`src/rtl/sign_narrower.sv`:
```
// ---------------------------------------------------------------------------
// sign_narrower
//
// Narrows a signed 32-bit word to a signed 16-bit result. The result is
// buffered in a 2-entry FIFO with valid/ready handshakes on both sides. The
// block also keeps a saturating count of accepted words that did not fit.
//
// A word that fits in signed 16 bits (in_data[31:15] all equal) passes
// through as in_data[15:0]. A word that does not fit is either truncated
// (sat_mode=0) or clamped to 16'h7FFF / 16'h8000 by sign (sat_mode=1).
// out_ovf flags the words that did not fit.
//
// Ports
//   clk        rising-edge clock for all state
//   reset      asynchronous, active-high reset
//   in_valid   producer offers in_data this cycle
//   in_ready   block can accept a word (FIFO holds fewer than 2 entries)
//   in_data    signed 32-bit word to narrow
//   sat_mode   0 = truncate, 1 = saturate; sampled together with in_data
//   out_valid  out_data/out_ovf hold a result
//   out_ready  consumer takes the result this cycle
//   out_data   signed 16-bit narrowed result (oldest FIFO entry)
//   out_ovf    source word was not representable in signed 16 bits
//   clr_count  synchronous clear of ovf_count (wins over an increment)
//   ovf_count  saturating count of accepted overflowing words
// ---------------------------------------------------------------------------
module sign_narrower (
  input  logic        clk,
  input  logic        reset,
  input  logic        in_valid,
  output logic        in_ready,
  input  logic [31:0] in_data,
  input  logic        sat_mode,
  output logic        out_valid,
  input  logic        out_ready,
  output logic [15:0] out_data,
  output logic        out_ovf,
  input  logic        clr_count,
  output logic [7:0]  ovf_count
);

  // Narrowing datapath
  logic        upper_ones;
  logic        upper_zeros;
  logic        ovf;
  logic [15:0] result;

  // The word fits only when bits 31..15 are a pure sign extension
  // (all ones or all zeros).
  always_comb begin
    upper_ones  = &in_data[31:15];
    upper_zeros = ~|in_data[31:15];
    ovf         = ~(upper_ones | upper_zeros);
    result      = in_data[15:0];
    if (ovf && sat_mode) begin
      result = in_data[31] ? 16'h8000 : 16'h7FFF;
    end
  end

  // Two-entry FIFO
  logic [15:0] data_mem [2];
  logic        ovf_mem  [2];
  logic        wr_ptr;
  logic        rd_ptr;
  logic [1:0]  count;
  logic        push;
  logic        pop;

  // in_ready depends only on occupancy. It must not look at out_ready,
  // so a full FIFO refuses a word even while it is being drained.
  assign in_ready  = (count != 2'd2);
  assign out_valid = (count != 2'd0);
  assign push      = in_valid & in_ready;

  // A pop on an empty FIFO cannot happen: out_valid gates it. A push into
  // an empty FIFO therefore only grows occupancy to 1.
  assign pop       = out_valid & out_ready;

  // The head is read straight from storage. Reset clears the storage, so
  // out_data/out_ovf read as zero while reset is held.
  assign out_data  = data_mem[rd_ptr];
  assign out_ovf   = ovf_mem[rd_ptr];

  // Pointer/occupancy bookkeeping and storage writes. With one entry held,
  // a simultaneous push and pop advances both pointers. The new word then
  // becomes the head and occupancy stays at 1.
  always_ff @(posedge clk or posedge reset) begin
    if (reset) begin
      wr_ptr      <= 1'b0;
      rd_ptr      <= 1'b0;
      count       <= 2'd0;
      data_mem[0] <= 16'h0000;
      data_mem[1] <= 16'h0000;
      ovf_mem[0]  <= 1'b0;
      ovf_mem[1]  <= 1'b0;
    end else begin
      if (push) begin
        data_mem[wr_ptr] <= result;
        ovf_mem[wr_ptr]  <= ovf;
        wr_ptr           <= ~wr_ptr;
      end
      if (pop) begin
        rd_ptr <= ~rd_ptr;
      end
      case ({push, pop})
        2'b10:   count <= count + 2'd1;
        2'b01:   count <= count - 2'd1;
        default: count <= count;
      endcase
    end
  end

  // Overflow counter. A clear wins over an increment in the same cycle.
  // The count holds at 255 instead of wrapping.
  always_ff @(posedge clk or posedge reset) begin
    if (reset) begin
      ovf_count <= 8'd0;
    end else if (clr_count) begin
      ovf_count <= 8'd0;
    end else if (push && ovf && (ovf_count != 8'hFF)) begin
      ovf_count <= ovf_count + 8'd1;
    end
  end

endmodule

```
`config.mk`:
```
export PLATFORM = sky130hd
export DESIGN_NAME = sign_narrower
export DESIGN_NICKNAME = d
export VERILOG_FILES = /design/src/rtl/sign_narrower.sv
export SDC_FILE = /design/constraint.sdc
export NUM_CORES = 1
export LEC_CHECK = 0
export ABC_AREA = 1
export CORE_MARGIN = 2
export CORE_UTILIZATION = 38
export CTS_BUF_LIST = sky130_fd_sc_hd__clkbuf_16
export CTS_CLUSTER_SIZE = 10
export DETAILED_ROUTE_END_ITERATION = 6
export SYNTH_ARGS = -nofsm -noshare
export SYNTH_HDL_FRONTEND = slang
export SYNTH_SLANG_ARGS = --single-unit
```
`constraint.sdc`:
```
create_clock -name clk -period 3.4 [get_ports clk]
set_input_delay 1.02 -clock clk [delete_from_list [all_inputs] [get_ports clk]]
set_output_delay 1.02 -clock clk [all_outputs]
set_load 0.03 [all_outputs]
```
-- Yosys cells after proc, flatten, opt, wreduce, memory -nomap -nowiden
Index checks and enable logic that the tools add are counted.
- bits of input ports: 38
- bits in registers: 46
- logic and storage cells: 53
- output and inout bits: 27
- magnitude comparators: 3
- eq/ne operators: 4
- add/sub/neg operators: 3
- mux-type cells: 17
- reduce and logical (&&, ||, !) cells: 10
- bitwise operators: 8
- operators with widths (kind ; count):
    $mux W16 ; 6
    $bwmux W32 ; 1
    $reduce_and A17 Y1 ; 1
    $reduce_or A17 Y1 ; 1
    $demux W16 S1 ; 1
    $mux W8 ; 2
    $add A8 B1 Y8 const B ; 1
    $ne A8 B8 Y1 const B ; 1
    $reduce_bool A2 Y1 ; 3
    $ge A2 B2 Y1 const B ; 2
    $logic_and A1 B1 Y1 ; 4
    $mux W1 ; 4
    $not A1 Y2 ; 2
    $pmux W2 S2 ; 1
    $not A1 Y1 ; 3
    $add A2 B1 Y2 const B ; 1
    $and A1 B1 Y1 ; 2
    $bwmux W2 ; 1
    $eq A2 B1 Y1 const B ; 1
    $eq A2 B2 Y1 const B ; 1
    $lt A2 B1 Y1 const B ; 1
    $ne A2 B2 Y1 const B ; 1
    $sub A2 B1 Y2 const B ; 1
    $demux W1 S1 ; 1
    2 further kinds ; 2

-- Depth between registers and ports, before layout
Gate-level depths: netlist of the first run.
- depth in word-level cells: 8
- gate-level depth with buffers: 11
- mapped depth without buffers: 10

-- Worst setup path before layout of the first run
Ideal clock, no wire load.
- path type: reg2out
- start point: register rd_ptr
- end point: output out_data[10]
- required time: 2380 ps
- cell stages (with the launch flop): 6
- setup slack: 1104 ps
- arrival: 1276 ps
- buffers on the path: 2
- cells stage by stage: dfrtp_1 > clkbuf_1 > clkinv_1 > clkbuf_1 > nand2_1 > nand2_1
- longest elaborated chain between the ends: 4
- ends and longest elaborated chain (item ; RTL line ; text):
    start: declaration ; 64 ; logic rd_ptr;
    start signal: assignment ; 103 ; rd_ptr <= ~rd_ptr;
    $not A1 Y2 (implied by the code) ; 81 ; assign out_data = data_mem[rd_ptr];
    $mux W16 (implied by the code) (3 in a row) ; 81 ;
    end: declaration ; 36 ; output logic [15:0] out_data,
Every way passes these cells. The select of a mux whose other input is x is not followed.

-- Worst setup path after layout of the first run
- start point: register rd_ptr
- end point: output out_data[15]
The elaborated chain is that of the path after synthesis.

==> impl_results.md, run 1 <==
- Highest ir drop seen on vdd: 0.2640 mV
- Met1 WL: roughly 2.9 mm
- RSZ-0062 raised after global routing: false
- Fin util: 52.74%
- CTS Buf Count: 5
- Placer Congestion: roughly 0.76
- Via/cell ratio: 4.691
- DR vias: around 2300
- R2r startpoint: ovf_count[0]$_DFFE_PP0P_
- Post-CTS setup buffer count: 0
- DR WL met3: between 200 and 250 um
- Root Buffer: clkbuf_16
- Initial Utilization: just under 40%
- Initial antenna violation count: 0
- Critical path class: reg2out
- YS warnings: 0
- Hold path startpoint: data_mem[11]$_DFFE_PP0P_
- Max Clk Rate: between 300 and 400 MHz
- Max capacitance violation total: 0
- Clk_lat worst skew: approximately 0.28 ns
- Final Net Count: around 450
- Area Growth Syn to Fin: 33.28%
- Setup TNS: 0 ns
- Detailed Route Iter0 Violations: just over 90
- Run status: finished with violations
- Syn_nets: slightly below 400
- Crit Path Max Fanout: 18
- Synthesized area per cell: 7.302 sq um
- Critical Path RT: 2.38 ns
- Vias in the first global route: approximately 2400
- Gr usage total: approximately 19%
- # setup viols final: 0
- Total core area: between 6000 and 7000 sq um
- Failing checks: DRC
- Die Span X: around 86 um
- Fin Hold WS: between 0.4 and 0.5 ns
- Final Skew: 0.002405 ns
- Post-Route WL: just over 6 mm
- Synth area leaders: dfrtp_1, nand2_1, nand3_1, nand2_2, inv_1
- Post-synth cell types: 24
- Routed Antenna Nets: 0
- Final hold violation count: 0
- Top Layer Used: met4
- Hold-fix buffers, CTS: 0
- Clock Pin Slew Worst Setup and Hold Paths: 0.06 ns
- Post-synth top area cell: dfrtp_1
- Most common cell after layout, fill and taps aside: nand2_1
- DP Area: 3224 sq um
- Yosys top cell area share: ~45%
- Minimum clock period: 3.024 ns
- CTS tree: built
- Row count: 29
- DPL Wire Length: between 4 and 5 mm
- Drt drc: 2
- Syn Inst Count: 348
- Gr ovfl total: 0
- Critical Path End Type: output pin
- Slew headroom: 61.53%
- Mapped Area: ~2500 sq um
- CTS max path bufs: 2
- IO Pins: 65
- Die area: around 7400 sq um
- FF-to-FF End: ovf_count[6]$_DFFE_PP0P_
- Clock sink count: 46
- Layout cells sized above 1: a little under a tenth
- H-Tree Depth: 2
- Finished Layout Cells: between 400 and 500
- Post-cts sizing count: 0
- Routed wire per std cell: roughly 13 um
- Reg2reg path depth: 8
- TritonRoute pass-1 iters: 7
- PwrDens: roughly 820 nW/um^2
- Startpoint Class: flip-flop
- Global-route wire length before repair: between 10 and 15 mm
- WHS Endpoint: data_mem[11]$_DFFE_PP0P_
- Largest net degree at the start of global routing: 21
- Met2 routed WL: 2.979 mm
- Flops & latches, synth: 46
- Commonest non-fill, non-tap cells in the layout: nand2_1, clkdlybuf4s50_1, dfrtp_1, nand3_1, inv_1
- CP Data Arrival Time: ~2 ns
- Sequential element share of the synthesized area: between 40% and 50%
- Fin area: approximately 3400 sq um
- Pleak: 1.809 nW
- Register-to-register setup slack: roughly 1.7 ns
- Placement Setup Slack: about 0.6 ns
- Port Buffers: 64
- Worst Hold Class: reg2reg
- Worst Max-Slew Pin Slew: roughly 0.57 ns
- Die height: between 80 and 90 um
- Worst hold stages: 2
- Cells after DPL: slightly below 500
- Total chip power: 2.789 mW
- Diodes inserted: 0
- Pins Over Slew Limit: 0
- Crit share post-route: 88.94%
- Final setup margin: around 0.38 ns
[logic make-up after synthesis]
| kind of cell | after synthesis | share of synthesized area (%) |
|---|---|---|
| and+or+nand+nor | 257 | 43.38 |
| DFF | 46 | 45.30 |
| buffers and inverters | 32 | 6.844 |
| xor gates and xnor gates | 9 | 3.102 |
| AOI/OAI and AO/OA | 2 | 0.3935 |
| adders and majority gates | 2 | 0.9846 |
[report_power, final]
group	switching, mW	internal [mW]
combinational	0.837	0.523
sequential	0.124	0.765
clock	0.199	0.342
total	1.16	1.63
[worst max path at each step]
stage | slack [ns] | depth (start not counted) | start | endpoint
3_3_place_gp | 0.63 | 8 | in_data[31] | data_mem[11]$_DFFE_PP0P_
6_report | 0.38 | 4 | rd_ptr$_DFFE_PP0P_ | out_data[15]
4_1_cts | 0.35 | 4 | rd_ptr$_DFFE_PP0P_ | out_data[15]
2_1_floorplan | 1.10 | 5 | rd_ptr$_DFFE_PP0P_ | out_data[10]
3_5_place_dp | 0.60 | 8 | in_data[31] | data_mem[11]$_DFFE_PP0P_
5_1_grt | 0.23 | 4 | rd_ptr$_DFFE_PP0P_ | out_data[1]
[cells in the mapped netlist]
master	instances
inv_2	2
xor2_1	8
a21oi_1	1
nor3_1	2
buf_6	5
inv_1	19
nor2_1	13
nand3_4	2
buf_12	1
o21ai_0	1
nand4_1	3
nand2_4	1
clkinv_1	1
or2_1	1
xnor2_1	1
clkbuf_1	3
ha_1	2
nand3_2	1
nor2_2	3
nand2_2	18
nand2_1	188
dfrtp_1	46
buf_1	1
nand3_1	25
[critical path: stages (launching register included)]
cell and delay [ns]:
dfrtp_1 0.36, clkinv_1 0.47, nand2_1 0.23, nand2_1 0.07
clkdlybuf4s50_1 0.59
[routing by layer]
layer  track usage (%)  vias up
met1             23.00     1068
met4             5.483        0
met3             3.657        9
li1                  -     1191
met5                 0        -
met2             32.67       40
[registers in the layout, summed over array words and instances, names as in the netlist]
signal,flops
count,2
data_mem,32
ovf_count,8
ovf_mem,2
rd_ptr,1
wr_ptr,1
[area by class of cell]
class,count,area [sq um]
clock buffers,5,125.1
clock inverters,3,37.54
fillers,611,3035
inverters,22,82.58
multi-input cells,270,1216
flip-flops and latches,46,1151
well taps,77,96.34
repair buffers,69,678.2
Power figures use the tool's default switching activity.
==> run 2, diff against run 1 <==
==> constraint.sdc (replaced) <==
create_clock -name clk -period 3.8 [get_ports clk]
set_input_delay 1.14 -clock clk [delete_from_list [all_inputs] [get_ports clk]]
set_output_delay 1.14 -clock clk [all_outputs]
set_load 0.03 [all_outputs]
==> run 2 against run 1 <==
  * The run still ends with DRC left
  * Worst setup slack improved by 0.30 ns
  * First-iteration DRC count is 52% higher
  * Count of clock-buffer cells in the layout unchanged
  * Highest routed layer unchanged
==> impl_results.md, run 2 (synthesized netlist as in run 1, its figures left out) <==
- DPL Wire Length: 4.192 mm (-1.3%)
- Cells after DPL: 482 (-0.41%)
- Pleak: 1.790 nW (-1.0%)
- Clock Pin Slew Worst Setup and Hold Paths: 0.06 ns (about the same)
- Largest net degree at the start of global routing: 47 (+120%)
- IO Pins: 65 (unchanged)
- Max Clk Rate: ~320 MHz
- RSZ-0062 raised after global routing: false
- WHS Endpoint: data_mem[21]$_DFFE_PP0P_
- Max FFs per register: 32 (unchanged)
- Total core area: 6422 sq um (unchanged)
- Multi-input gate area in the final layout: 1216 sq um (unchanged)
- Critical Path End Type: output pin
- Worst hold stages: 2 (unchanged)
- Highest ir drop seen on vdd: 0.3503 mV (+33%)
- Final Skew: 0.006598 ns (+0.004192 ns)
- Hold path startpoint: data_mem[21]$_DFFE_PP0P_
- Row count: 29 (unchanged)
- Worst Max-Slew Pin Slew: 0.9716 ns (+0.3981 ns)
- Critical path class: reg2out
- Crit Path Max Fanout: 18 (unchanged)
- Register-to-register setup slack: 2.09 ns (+0.42 ns)
- Hold-fix buffers, CTS: 0 (unchanged)
- R2r startpoint: ovf_count[0]$_DFFE_PP0P_
- Critical Path RT: 2.66 ns (+0.28 ns)
- Diodes inserted: 0 (unchanged)
- Post-Route WL: 6.248 mm (+1.5%)
- CTS max path bufs: 2 (unchanged)
- Drt drc: 4 (+2)
- Layout cells sized above 1: 8.981% (-0.42 points)
- Filler cells: 664 (+8.7%)
- Routed wire per std cell: 12.78 um (+2.1%)
- Via/cell ratio: 4.748 (+1.2%)
- Routed Antenna Nets: 0 (unchanged)
- Port Buffers: 64 (unchanged)
- PwrDens: 741.3 nW/um^2 (-10%)
- Fin util: 52.45% (-0.29 points)
- Detailed Route Iter0 Violations: 140 (+52%)
- Root Buffer: clkbuf_16
- Gr usage total: 18.57% (+0.035 points)
- Finished Layout Cells: 489 (-0.61%)
- FF-to-FF End: ovf_count[7]$_DFFE_PP0P_
- Final Net Count: 452 (-0.44%)
- CP Data Arrival Time: 1.99 ns (about the same)
- Seq. cell area: 1151 sq um (unchanged)
- Post-cts sizing count: 0 (unchanged)
- Post-CTS setup buffer count: 0 (unchanged)
- CTS Buf Count: 5 (unchanged)
- Most common cell after layout, fill and taps aside: nand2_1
- Area Growth Syn to Fin: 32.55%
- CTS tree: built
- # setup viols final: 0 (unchanged)
- Clock sink count: 46 (unchanged)
- Placer Congestion: 0.7915 (+3.7%)
- DR vias: 2322 (+0.61%)
- Initial antenna violation count: 0 (unchanged)
- Crit share post-route: 82.32%
- Failing checks: DRC
- Slew headroom: 35.13% (-26 points)
- TritonRoute pass-1 iters: 6 (-1)
- H-Tree Depth: 2 (unchanged)
- Initial Utilization: 39.57% (unchanged)
- Startpoint Class: flip-flop
- Minimum clock period: 3.128 ns
- Die area: 7357 sq um (unchanged)
- Worst Hold Class: reg2reg
- Final hold violation count: 0 (unchanged)
- Die height: 85.78 um (unchanged)
- Commonest non-fill, non-tap cells in the layout: nand2_1, clkdlybuf4s50_1, dfrtp_1, nand3_1
- Vias in the first global route: 2350 (-1.3%)
- Clk_lat worst skew: 0.28 ns (about the same)
- Pins Over Slew Limit: 0 (unchanged)
- Max capacitance violation total: 0 (unchanged)
- Global-route wire length before repair: 10.96 mm (+0.63%)
- Biggest regs: data_mem: 32 flops, ovf_count: 8 flops
- Reg2reg path depth: 8 (unchanged)
- Gr ovfl total: 0 (unchanged)
- Most flops, register: data_mem
- Die Span X: 85.78 um (unchanged)
- Setup TNS: 0 ns (unchanged)
- Run status: finished with violations
==> run 2: worst max-delay path by stage <==
| stage | from | endpoint | cells after the start |
|---|---|---|---|
| 5_1_grt | rd_ptr$_DFFE_PP0P_ | out_ovf | 4 |
| 2_1_floorplan | rd_ptr$_DFFE_PP0P_ | out_data[10] | 5 |
| 6_report | rd_ptr$_DFFE_PP0P_ | out_data[15] | 4 |
| 4_1_cts | rd_ptr$_DFFE_PP0P_ | out_ovf | 4 |
| 3_5_place_dp | in_data[31] | data_mem[0]$_DFFE_PP0P_ | 8 |
| 3_3_place_gp | in_data[31] | data_mem[17]$_DFFE_PP0P_ | 8 |
==> run 2: area by class of cell <==
type / instances / share of cell area [%]
clock buffer: 5 / 3.715
clock inverter: 2 / 1.003
inverter: 22 / 2.452
multi-input combinational: 270 / 36.11
sequential: 46 / 34.18
tap: 77 / 2.860
timing repair buffer: 67 / 19.69
==> run 2: metrics by stage <==
step / hold WS [ns] / setup slack [ns] / instance area, sq um / power, mW
after detailed placement: 0.4650 / 0.8949 / 3209 / 2.034
after global routing: 0.4934 / 0.5437 / 3368 / 2.685
after floorplan: 0.4487 / 1.384 / 2541 / 1.589
final: 0.4766 / 0.6717 / 3368 / 2.497
after global placement: 0.4616 / 0.9205 / 3209 / 2.018
after CTS: 0.4816 / 0.6422 / 3368 / 2.526
==> run 2: critical path: stages (launching register included) <==
cell	delay (ns)
dfrtp_1	0.34
clkinv_1	0.49
nand2_1	0.19
nand2_1	0.08
clkdlybuf4s50_1	0.60
==> run 2: layer usage <==
metal	global-route usage, %	part of all wire [%]	up-vias
met2	32.60	49	54
li1	-	-	1193
met3	4.042	5.8	4
met4	4.762	0.74	0
met1	23.20	44	1071
met5	0	0	-
==> run 2: where the power goes <==
group          switching (mW)  leakage [nW]  internal [mW]  total, mW
Combinational           0.758          1.13          0.467       1.22
Sequential              0.109         0.583          0.684      0.793
Clock                   0.175        0.0773          0.304      0.479
Total                    1.04          1.79           1.46       2.50
